**src/rtl/vector_pipe_pkg.sv**
```systemverilog
`default_nettype none
// ============================================================================
// Module      : vector_pipe_pkg
// Description : Shared encodings, instruction field positions and the packed
//               control bundle for the vector filter pipeline controller.
// Revision    : 1.0 - initial release
// ============================================================================
package vector_pipe_pkg;

    // Major opcode, InstrD[17:16]
    localparam logic [1:0] OP_ALU = 2'b00;
    localparam logic [1:0] OP_MEM = 2'b01;
    localparam logic [1:0] OP_VS  = 2'b10;
    localparam logic [1:0] OP_NOP = 2'b11;

    // ALU operand B select
    localparam logic [1:0] SRCB_REG    = 2'b00;
    localparam logic [1:0] SRCB_IMM    = 2'b01;
    localparam logic [1:0] SRCB_SCALAR = 2'b10;

    // Immediate extender format
    localparam logic [1:0] IMM_ALU = 2'b00;
    localparam logic [1:0] IMM_MEM = 2'b01;
    localparam logic [1:0] IMM_VS  = 2'b10;

    // Operand forwarding selects
    localparam logic [1:0] FWD_RF  = 2'b00;
    localparam logic [1:0] FWD_WB  = 2'b01;
    localparam logic [1:0] FWD_MEM = 2'b10;

    // Instruction field bit positions
    localparam int RD_MSB = 27;
    localparam int RD_LSB = 24;
    localparam int RN_MSB = 23;
    localparam int RN_LSB = 20;
    localparam int RM_MSB = 3;
    localparam int RM_LSB = 0;
    localparam int OP_MSB = 17;
    localparam int OP_LSB = 16;
    localparam int FN_MSB = 15;
    localparam int FN_LSB = 13;
    localparam int I_BIT  = 12;
    localparam int L_BIT  = 11;

    // Datapath controls that travel down the pipeline.
    // alu_control is the funct field directly:
    // 000 add, 001 sub, 010 and, 011 or, 100 xor, 101 shl, 110 shr, 111 mul
    typedef struct packed {
        logic       reg_write;
        logic       mem_write;
        logic       mem_to_reg;
        logic [2:0] alu_control;
        logic [1:0] alu_src;
    } ctrl_t;

endpackage
`default_nettype wire

```
**src/rtl/vector_hazard_logic.sv**
```systemverilog
`default_nettype none
// ============================================================================
// Module      : vector_hazard_logic
// Description : Combinational ALU-operand forwarding selects and load-use
//               stall detection for the vector pipeline.
// Revision    : 1.0 - initial release
// ============================================================================
module vector_hazard_logic
    import vector_pipe_pkg::*;
#(
    parameter int REG_AW = 4
) (
    input  logic [REG_AW-1:0] i_ra1_d,
    input  logic [REG_AW-1:0] i_ra2_d,
    input  logic [REG_AW-1:0] i_ra1_e,
    input  logic [REG_AW-1:0] i_ra2_e,
    input  logic [REG_AW-1:0] i_wa3_e,
    input  logic              i_mem_to_reg_e,
    input  logic [REG_AW-1:0] i_wa3_m,
    input  logic              i_reg_write_m,
    input  logic [REG_AW-1:0] i_wa3_w,
    input  logic              i_reg_write_w,
    output logic [1:0]        o_forward_a_e,
    output logic [1:0]        o_forward_b_e,
    output logic              o_ldr_stall
);

    // Operand A: the younger M-stage result takes priority over W
    always_comb begin
        o_forward_a_e = FWD_RF;
        if (i_reg_write_m && (i_ra1_e == i_wa3_m)) begin
            o_forward_a_e = FWD_MEM;
        end else if (i_reg_write_w && (i_ra1_e == i_wa3_w)) begin
            o_forward_a_e = FWD_WB;
        end
    end

    // Operand B: same priority scheme on the second read address
    always_comb begin
        o_forward_b_e = FWD_RF;
        if (i_reg_write_m && (i_ra2_e == i_wa3_m)) begin
            o_forward_b_e = FWD_MEM;
        end else if (i_reg_write_w && (i_ra2_e == i_wa3_w)) begin
            o_forward_b_e = FWD_WB;
        end
    end

    // A load in E cannot forward to the instruction in D; decode addresses
    // are compared regardless of the D-stage opcode.
    assign o_ldr_stall = i_mem_to_reg_e && ((i_ra1_d == i_wa3_e) || (i_ra2_d == i_wa3_e));

endmodule
`default_nettype wire

```
**src/rtl/vector_pipe_ctrl.sv**
```systemverilog
`default_nettype none
// ============================================================================
// Module      : vector_pipe_ctrl
// Description : Decode, E/M/W control pipeline and hazard control for the
//               5-stage 8-lane vector filter pipeline.
//               Optional macro STALL_COUNT_EN enables a saturating counter of
//               load-use stall cycles on StallCount (otherwise tied to 0).
// Revision    : 1.0 - initial release
// ============================================================================
module vector_pipe_ctrl
    import vector_pipe_pkg::*;
#(
    parameter int REG_AW  = 4,
    parameter int INSTR_W = 28
) (
    input  logic               CLK,
    input  logic               RST,
    input  logic [INSTR_W-1:0] InstrD,
    output logic               RegWriteE,
    output logic               RegWriteM,
    output logic               RegWriteW,
    output logic               MemWriteE,
    output logic               MemWriteM,
    output logic               MemtoRegE,
    output logic               MemtoRegW,
    output logic [2:0]         ALUControlE,
    output logic [1:0]         ALUSrcE,
    output logic [1:0]         ImmSrcD,
    output logic [REG_AW-1:0]  RA1D,
    output logic [REG_AW-1:0]  RA2D,
    output logic [REG_AW-1:0]  WA3W,
    output logic [1:0]         ForwardAE,
    output logic [1:0]         ForwardBE,
    output logic               StallF,
    output logic               StallD,
    output logic               FlushE,
    output logic [15:0]        StallCount
);

    logic [REG_AW-1:0] w_rd;
    logic [REG_AW-1:0] w_rn;
    logic [REG_AW-1:0] w_rm;
    logic [1:0]        w_op;
    logic [2:0]        w_funct;
    logic              w_i;
    logic              w_l;
    logic              w_reg_src;
    logic              w_ldr_stall;
    logic              w_unused_bits;
    ctrl_t             w_ctrl_d;

    ctrl_t             r_ctrl_e;
    logic [REG_AW-1:0] r_ra1_e;
    logic [REG_AW-1:0] r_ra2_e;
    logic [REG_AW-1:0] r_wa3_e;
    logic              r_reg_write_m;
    logic              r_mem_write_m;
    logic              r_mem_to_reg_m;
    logic [REG_AW-1:0] r_wa3_m;
    logic              r_reg_write_w;
    logic              r_mem_to_reg_w;
    logic [REG_AW-1:0] r_wa3_w;

    assign w_rd    = InstrD[RD_MSB:RD_LSB];
    assign w_rn    = InstrD[RN_MSB:RN_LSB];
    assign w_rm    = InstrD[RM_MSB:RM_LSB];
    assign w_op    = InstrD[OP_MSB:OP_LSB];
    assign w_funct = InstrD[FN_MSB:FN_LSB];
    assign w_i     = InstrD[I_BIT];
    assign w_l     = InstrD[L_BIT];

    // Bits not decoded by this block (immediate payload, reserved)
    assign w_unused_bits = ^{InstrD[19:18], InstrD[10:4]};

    // Decode the D-stage instruction into datapath controls
    always_comb begin
        w_ctrl_d  = '0;
        ImmSrcD   = IMM_ALU;
        w_reg_src = 1'b0;
        case (w_op)
            OP_ALU: begin
                w_ctrl_d.reg_write   = 1'b1;
                w_ctrl_d.alu_src     = w_i ? SRCB_IMM : SRCB_REG;
                w_ctrl_d.alu_control = w_funct;
            end
            OP_MEM: begin
                w_ctrl_d.alu_src = SRCB_IMM;
                ImmSrcD          = IMM_MEM;
                if (w_l) begin
                    w_ctrl_d.reg_write  = 1'b1;
                    w_ctrl_d.mem_to_reg = 1'b1;
                end else begin
                    // Store data comes from Rd, read on port 2
                    w_ctrl_d.mem_write = 1'b1;
                    w_reg_src          = 1'b1;
                end
            end
            OP_VS: begin
                w_ctrl_d.reg_write   = 1'b1;
                w_ctrl_d.alu_src     = SRCB_SCALAR;
                w_ctrl_d.alu_control = w_funct;
                ImmSrcD              = IMM_VS;
            end
            default: begin
                // NOP: everything stays cleared
            end
        endcase
    end

    assign RA1D = w_rn;
    assign RA2D = w_reg_src ? w_rd : w_rm;

    // D->E register; a flush inserts a bubble with cleared enables/addresses
    always_ff @(posedge CLK or posedge RST) begin
        if (RST) begin
            r_ctrl_e <= '0;
            r_ra1_e  <= '0;
            r_ra2_e  <= '0;
            r_wa3_e  <= '0;
        end else if (w_ldr_stall) begin
            r_ctrl_e <= '0;
            r_ra1_e  <= '0;
            r_ra2_e  <= '0;
            r_wa3_e  <= '0;
        end else begin
            r_ctrl_e <= w_ctrl_d;
            r_ra1_e  <= RA1D;
            r_ra2_e  <= RA2D;
            r_wa3_e  <= w_rd;
        end
    end

    // E->M and M->W registers advance every cycle
    always_ff @(posedge CLK or posedge RST) begin
        if (RST) begin
            r_reg_write_m  <= 1'b0;
            r_mem_write_m  <= 1'b0;
            r_mem_to_reg_m <= 1'b0;
            r_wa3_m        <= '0;
            r_reg_write_w  <= 1'b0;
            r_mem_to_reg_w <= 1'b0;
            r_wa3_w        <= '0;
        end else begin
            r_reg_write_m  <= r_ctrl_e.reg_write;
            r_mem_write_m  <= r_ctrl_e.mem_write;
            r_mem_to_reg_m <= r_ctrl_e.mem_to_reg;
            r_wa3_m        <= r_wa3_e;
            r_reg_write_w  <= r_reg_write_m;
            r_mem_to_reg_w <= r_mem_to_reg_m;
            r_wa3_w        <= r_wa3_m;
        end
    end

    assign RegWriteE   = r_ctrl_e.reg_write;
    assign MemWriteE   = r_ctrl_e.mem_write;
    assign MemtoRegE   = r_ctrl_e.mem_to_reg;
    assign ALUControlE = r_ctrl_e.alu_control;
    assign ALUSrcE     = r_ctrl_e.alu_src;
    assign RegWriteM   = r_reg_write_m;
    assign MemWriteM   = r_mem_write_m;
    assign RegWriteW   = r_reg_write_w;
    assign MemtoRegW   = r_mem_to_reg_w;
    assign WA3W        = r_wa3_w;

    vector_hazard_logic #(
        .REG_AW (REG_AW)
    ) u_hazard (
        .i_ra1_d        (RA1D),
        .i_ra2_d        (RA2D),
        .i_ra1_e        (r_ra1_e),
        .i_ra2_e        (r_ra2_e),
        .i_wa3_e        (r_wa3_e),
        .i_mem_to_reg_e (r_ctrl_e.mem_to_reg),
        .i_wa3_m        (r_wa3_m),
        .i_reg_write_m  (r_reg_write_m),
        .i_wa3_w        (r_wa3_w),
        .i_reg_write_w  (r_reg_write_w),
        .o_forward_a_e  (ForwardAE),
        .o_forward_b_e  (ForwardBE),
        .o_ldr_stall    (w_ldr_stall)
    );

    assign StallF = w_ldr_stall;
    assign StallD = w_ldr_stall;
    assign FlushE = w_ldr_stall;

`ifdef STALL_COUNT_EN
    logic [15:0] r_stall_count;

    // Count load-use stall cycles, holding at all-ones
    always_ff @(posedge CLK or posedge RST) begin
        if (RST) begin
            r_stall_count <= 16'h0000;
        end else if (w_ldr_stall && (r_stall_count != 16'hFFFF)) begin
            r_stall_count <= r_stall_count + 16'h0001;
        end
    end

    assign StallCount = r_stall_count;
`else
    assign StallCount = 16'h0000;
`endif

endmodule
`default_nettype wire

```
**config.mk**
```make
export PLATFORM = sky130hd
export DESIGN_NAME = vector_pipe_ctrl
export DESIGN_NICKNAME = d
export VERILOG_FILES = /design/src/rtl/vector_pipe_pkg.sv /design/src/rtl/vector_hazard_logic.sv /design/src/rtl/vector_pipe_ctrl.sv
export SDC_FILE = /design/constraint.sdc
export NUM_CORES = 1
export LEC_CHECK = 0
export BUFFER_PORTS_ARGS = -buffer_cell sky130_fd_sc_hd__buf_2
export CORE_MARGIN = 8
export CORE_UTILIZATION = 45
export CTS_CLUSTER_DIAMETER = 120
export DETAILED_ROUTE_END_ITERATION = 16
export HOLD_SLACK_MARGIN = 0.05
export PLACE_DENSITY = 0.83
export SLEW_MARGIN = 15
export SYNTH_ARGS = -nofsm -noshare
export SYNTH_HDL_FRONTEND = slang
export SYNTH_HIERARCHICAL = 1
export SYNTH_SLANG_ARGS = --single-unit
```
**constraint.sdc**
```tcl
create_clock -name CLK -period 3.5 [get_ports CLK]
set_input_delay 0.7 -clock CLK [delete_from_list [all_inputs] [get_ports CLK]]
set_output_delay 0.7 -clock CLK [all_outputs]
set_load 0.03 [all_outputs]
```
# Word level (Yosys, flattened, before mapping)
# Index checks and enable logic that the tools add are counted.
dict set report op_classes {
  n_reduce_logical 8
  div_mod_pow 0
  bitwise 0
  shifts 0
  magnitude_cmp 0
  n_addsub 0
  n_eq_ne 8
  n_mul 0
  n_mux 18
}
# operator n
set op_table {}
lappend op_table {{$eq A4 B4 Y1} 6}
lappend op_table {{$mux W4} 4}
lappend op_table {{$mux W8} 1}
lappend op_table {{$mux W1} 6}
lappend op_table {{$mux W2} 3}
lappend op_table {{$pmux W2 S3} 1}
lappend op_table {{$logic_and A1 B1 Y1} 5}
lappend op_table {{$pmux W2 S2} 1}
lappend op_table {{$mux W3} 1}
lappend op_table {{$eq A2 B1 Y1 const B} 1}
lappend op_table {{$eq A2 B2 Y1 const B} 1}
lappend op_table {{$logic_not A2 Y1} 1}
lappend op_table {{$pmux W1 S2} 1}
lappend op_table {{$reduce_or A2 Y1} 1}
lappend op_table {{$logic_or A1 B1 Y1} 1}
dict set report word_totals {
  ram_bits 0
  register_bits 33
  out_inout_bits 49
  mem_count 0
  romBits 0
  input_bits 30
  latch_bits 0
}

# Depth between registers and ports, before layout
dict set report logic_depth {
  depth_word 7
  depth_mapped 8
  ltp_nobuf 7
}

# Cells and area by module
# The synthesis kept the hierarchy.
# module instances cells_each seq_area_each_um2 area_per_inst_um2
set by_module_without_submodules {}
lappend by_module_without_submodules {vector_pipe_ctrl 1 92 825.8 1266.2}
lappend by_module_without_submodules {vector_hazard_logic 1 37 0.0 307.8}

# Worst setup path after synthesis
# No wires, ideal clock.
dict set report synth_path {
  path_type {input -> output}
  startpoint {in InstrD[17]}
  endpoint {out StallD}
  cell_stages 6
  t_arrival_ps 3375
  slack_ps -575
  t_required_ps 2800
  path_cell_list {nor3b_4 -> mux2_2 -> xnor2_1 -> nand4_1 -> a21boi_0 -> buf_4}
}
dict set report synth_between {
  elab_chain_cells 6
}
# item line
set synth_lines {}
lappend synth_lines {{from (decl)} vector_pipe_ctrl.sv:18} ;# input logic [INSTR_W-1:0] InstrD,
lappend synth_lines {{$eq A2 B1 Y1} vector_pipe_ctrl.sv:80} ;# case (w_op)
lappend synth_lines {{$mux W1} vector_pipe_ctrl.sv:80}
lappend synth_lines {{$mux W4} vector_pipe_ctrl.sv:111} ;# assign RA2D = w_reg_src ? w_rd : w_rm;
lappend synth_lines {{net RA2D[2]} vector_pipe_ctrl.sv:30} ;# output logic [REG_AW-1:0] RA2D,
lappend synth_lines {{$eq A4 B4 Y1} vector_hazard_logic.sv:50} ;# assign o_ldr_stall = i_mem_to_reg_e && ((i_ra1_d == i_wa3_e) || (i_ra2_d == i_wa3_e));
lappend synth_lines {{$logic_or A1 B1 Y1} vector_hazard_logic.sv:50}
lappend synth_lines {{$logic_and A1 B1 Y1} vector_hazard_logic.sv:50}
lappend synth_lines {{to (decl)} vector_pipe_ctrl.sv:35} ;# output logic StallD,
# The timed path passes the listed nets, and every way through them passes these cells.

# Worst setup path in the final report
dict set report layout_path {
  startpoint {in InstrD[16]}
  endpoint {out StallD}
}
dict set report layout_between {
  elab_chain_cells 6
}
# item line
set layout_lines {}
lappend layout_lines {{$eq A2 B1 Y1} vector_pipe_ctrl.sv:80}
lappend layout_lines {{$mux W1} vector_pipe_ctrl.sv:80}
lappend layout_lines {{$mux W4} vector_pipe_ctrl.sv:111}
lappend layout_lines {{$eq A4 B4 Y1} vector_hazard_logic.sv:50}
lappend layout_lines {{$logic_or A1 B1 Y1} vector_hazard_logic.sv:50}
lappend layout_lines {{$logic_and A1 B1 Y1} vector_hazard_logic.sv:50}
# Every way passes these cells.

==> metrics.csv <==
metric;value;unit
htree_num_levels;2;
max-slew-margin-rel;41.4;%
setup_tns;0;ns
start_kind;primary input;
worstMarginPinSlew;0.878;ns
drt-wirelength-per-cell;13.6;um
syn_to_final_growth;18.9;%
status;completed;
synth_warnings;6;
rrSetupSlack;1.74;ns
synth_area_leaders;dfrtp_1 (52%), buf_4 (10%), xnor2_1 (6.7%);
postLayoutCoreUtil;56.1;%
timing.hold.ws;0.351;ns
antenna_found_initial;0;
ys_seq_elements;33;
avgSynthCellArea;12.2;sq um
comb_power_share;21.1;%
slew_viol_final;0;
grt_pass1_wl;4870;um
rsz0062_at_grt;false;
powerDensity;447;nW/um^2
ff2ff_path_depth;6;
post_cts_resized;0;
grtUsageTotal;11.7;%
viasPerCell;4.36;
vdd_ir_drop_max;306;uV
synth.distinct_cells;23;
r2r-start;r_wa3_e[3];
crit_arrival;2.50;ns
path_cells;buf_2 > nor3b_4 > mux2_2 > xnor2_1 > nand4_1 > a21boi_2 > buf_2;
finalSetupViolations;0;
drt-initial-drc-count;18;
switching_share;30.8;%
pin_count;79;
numCtsBuffers;5;
core;3340;sq um
async_flop_share;100;%
grt-ovfl-total;0;
leakagePower;0.000939;uW
synth_top_area_share;52.5;%
netlist_instances;129;
cpMaxStageDelayCell;mux2_2;
final_cell_mix;buf_2 (53), dfrtp_1 (33), conb_1 (16), nor2b_1 (14);
path_delay_family;simple AND/OR/NAND/NOR gates;
p_sw;258;uW
cts_buffer_depth;2;
period_minus_slack;3.20;ns
ys_seq_area_share;52.5;%
grt_pass1_vias;1094;
clkLatencyLatePin;0.33;ns
diodes;0;
p_seq_share;50.5;%
grt_max_degree;25;
die_area;5650;sq um
cts-hold-fix-buffers;0;
worstHoldPathType;register to register;
drc_errors;0;
cp_common_cell;buf_2;
stdcell_count;230;
cp.required;2.80;ns
drive_gt1_share;40.8;%
clock-sinks;33;
skew;0.00594;ns
fin_area;1870;sq um
routed_wl;3120;um
fp.dieW;75.1;um
path_depth;7;
initial_utilization;47.2;%
min_from;r_mem_to_reg_m;
critical_path_buf_inv_count;2;
nFillCells;301;
nets;213;
globalplace.congestion;0.765;
maxCapViolCount;0;
synth_flop_cell;dfrtp_1;
cts_setup_buffers;0;
clkPwrFrac;28.4;%
dp_cells;222;
synth_edf_count;0;
finalHoldViolCount;0;
core.rowCount;21;
post-route-period-util;91.5;%
timing.rr.end;r_ra2_e[0];
dp_hpwl;2560;um
path_clk_slew;0.10;ns
mostFrequentLayoutCell;buf_2;
worstPathMaxFanout;8;
path_class;primary input to primary output;
dieHeight;75.1;um
vias;1003;
cts_tree;yes;
synth_largest_area_cell;dfrtp_1;
slowest_delay;0.41;ns
antenna_left;0;
placed_area;1800;sq um
io_buffers;53;
first_pass_iters;4;
worstSetupEndpointType;primary output;
clock.fmax;312;MHz
syn_area;1570;sq um
cts-root-buf;clkbuf_4;
hold_path_end;MemtoRegW;
worstHoldPathCells;0;
internal-power;579;uW
kinds of logic (layout without fill, tap and decap cells):
family                    Yosys count  in the layout  synth area share (%)
AOI/OAI and AO/OA                   2              2                 0.795
xor gates and xnor gates           24             24                  13.4
buffers and inverters              24             64                  11.0
DFF                                33             33                  52.5
muxes                               8              8                  5.72
other                               1             16                 0.238
and+or+nand+nor                    37             37                  16.4
state kept, by name, summed over array words and instances (netlist names):
| register | flops |
|---|---|
| MemWriteM | 1 |
| ALUControlE | 3 |
| MemtoRegW | 1 |
| r_ra1_e | 4 |
| r_wa3_e | 4 |
| RegWriteM | 1 |
| WA3W | 4 |
| r_wa3_m | 4 |
| RegWriteE | 1 |
| MemtoRegE | 1 |
| ALUSrcE | 2 |
| r_ra2_e | 4 |
| r_mem_to_reg_m | 1 |
| MemWriteE | 1 |
| RegWriteW | 1 |
through the flow:
step | setup WS [ns] | power (uW)
2_1_floorplan | 0.185 | 574
3_3_place_gp | 0.294 | 603
3_5_place_dp | 0.292 | 608
4_1_cts | 0.275 | 846
5_1_grt | 0.145 | 877
6_report | 0.299 | 837
worst reg2reg max path, cell delays in order, from the launching register on:
cell      delay, ns
dfrtp_1        0.42
xnor2_1        0.19
nand4_1        0.12
a21boi_2       0.31
buf_4          0.26
nor2b_1        0.08
mux2_2         0.27
power groups by stage:
stage	registers (uW)	clock network, uW	logic [uW]
after floorplan	448	0	126
after global placement	428	0	175
after detailed placement	430	0	178
after CTS	423	246	178
after global routing	426	261	190
final	422	237	177
cell type report:
class / instances / area [sq um] / area share [%]
flip-flops and latches: 33 / 826 / 44.1
multi-input cells: 87 / 634 / 33.9
repair buffers: 55 / 280 / 15.0
clock buffers: 7 / 65.1 / 3.48
well taps: 46 / 57.6 / 3.07
clock inverters: 1 / 5.00 / 0.267
inverters: 1 / 3.75 / 0.201
metal layers:
layer,vias up,part of all wire (%),global-route usage [%]
li1,484,-,-
met1,460,42,13.4
met2,51,44,18.7
met3,8,11,3.86
met4,0,2.4,6.40
met5,-,0,0
worst max-delay path by stage:
| stage | from | endpoint | slack (ns) |
|---|---|---|---|
| after floorplan | InstrD[17] | StallD | 0.18 |
| after global placement | InstrD[17] | StallF | 0.29 |
| after detailed placement | InstrD[17] | FlushE | 0.29 |
| after CTS | InstrD[17] | FlushE | 0.28 |
| after global routing | InstrD[16] | StallD | 0.15 |
| final | InstrD[16] | StallD | 0.30 |
Yosys cell counts, types with 2 or more instances:
cell type and instances:
nor4_4 2, xor2_1 12, dfrtp_1 33, nand4_1 2, nand2_1 2, buf_4 22
and2_1 3, nor2b_1 14, nor3_1 3, xnor2_1 12, nor2_1 4, mux2_2 8
nand3_1 2
(Power assumes the default switching activity.)
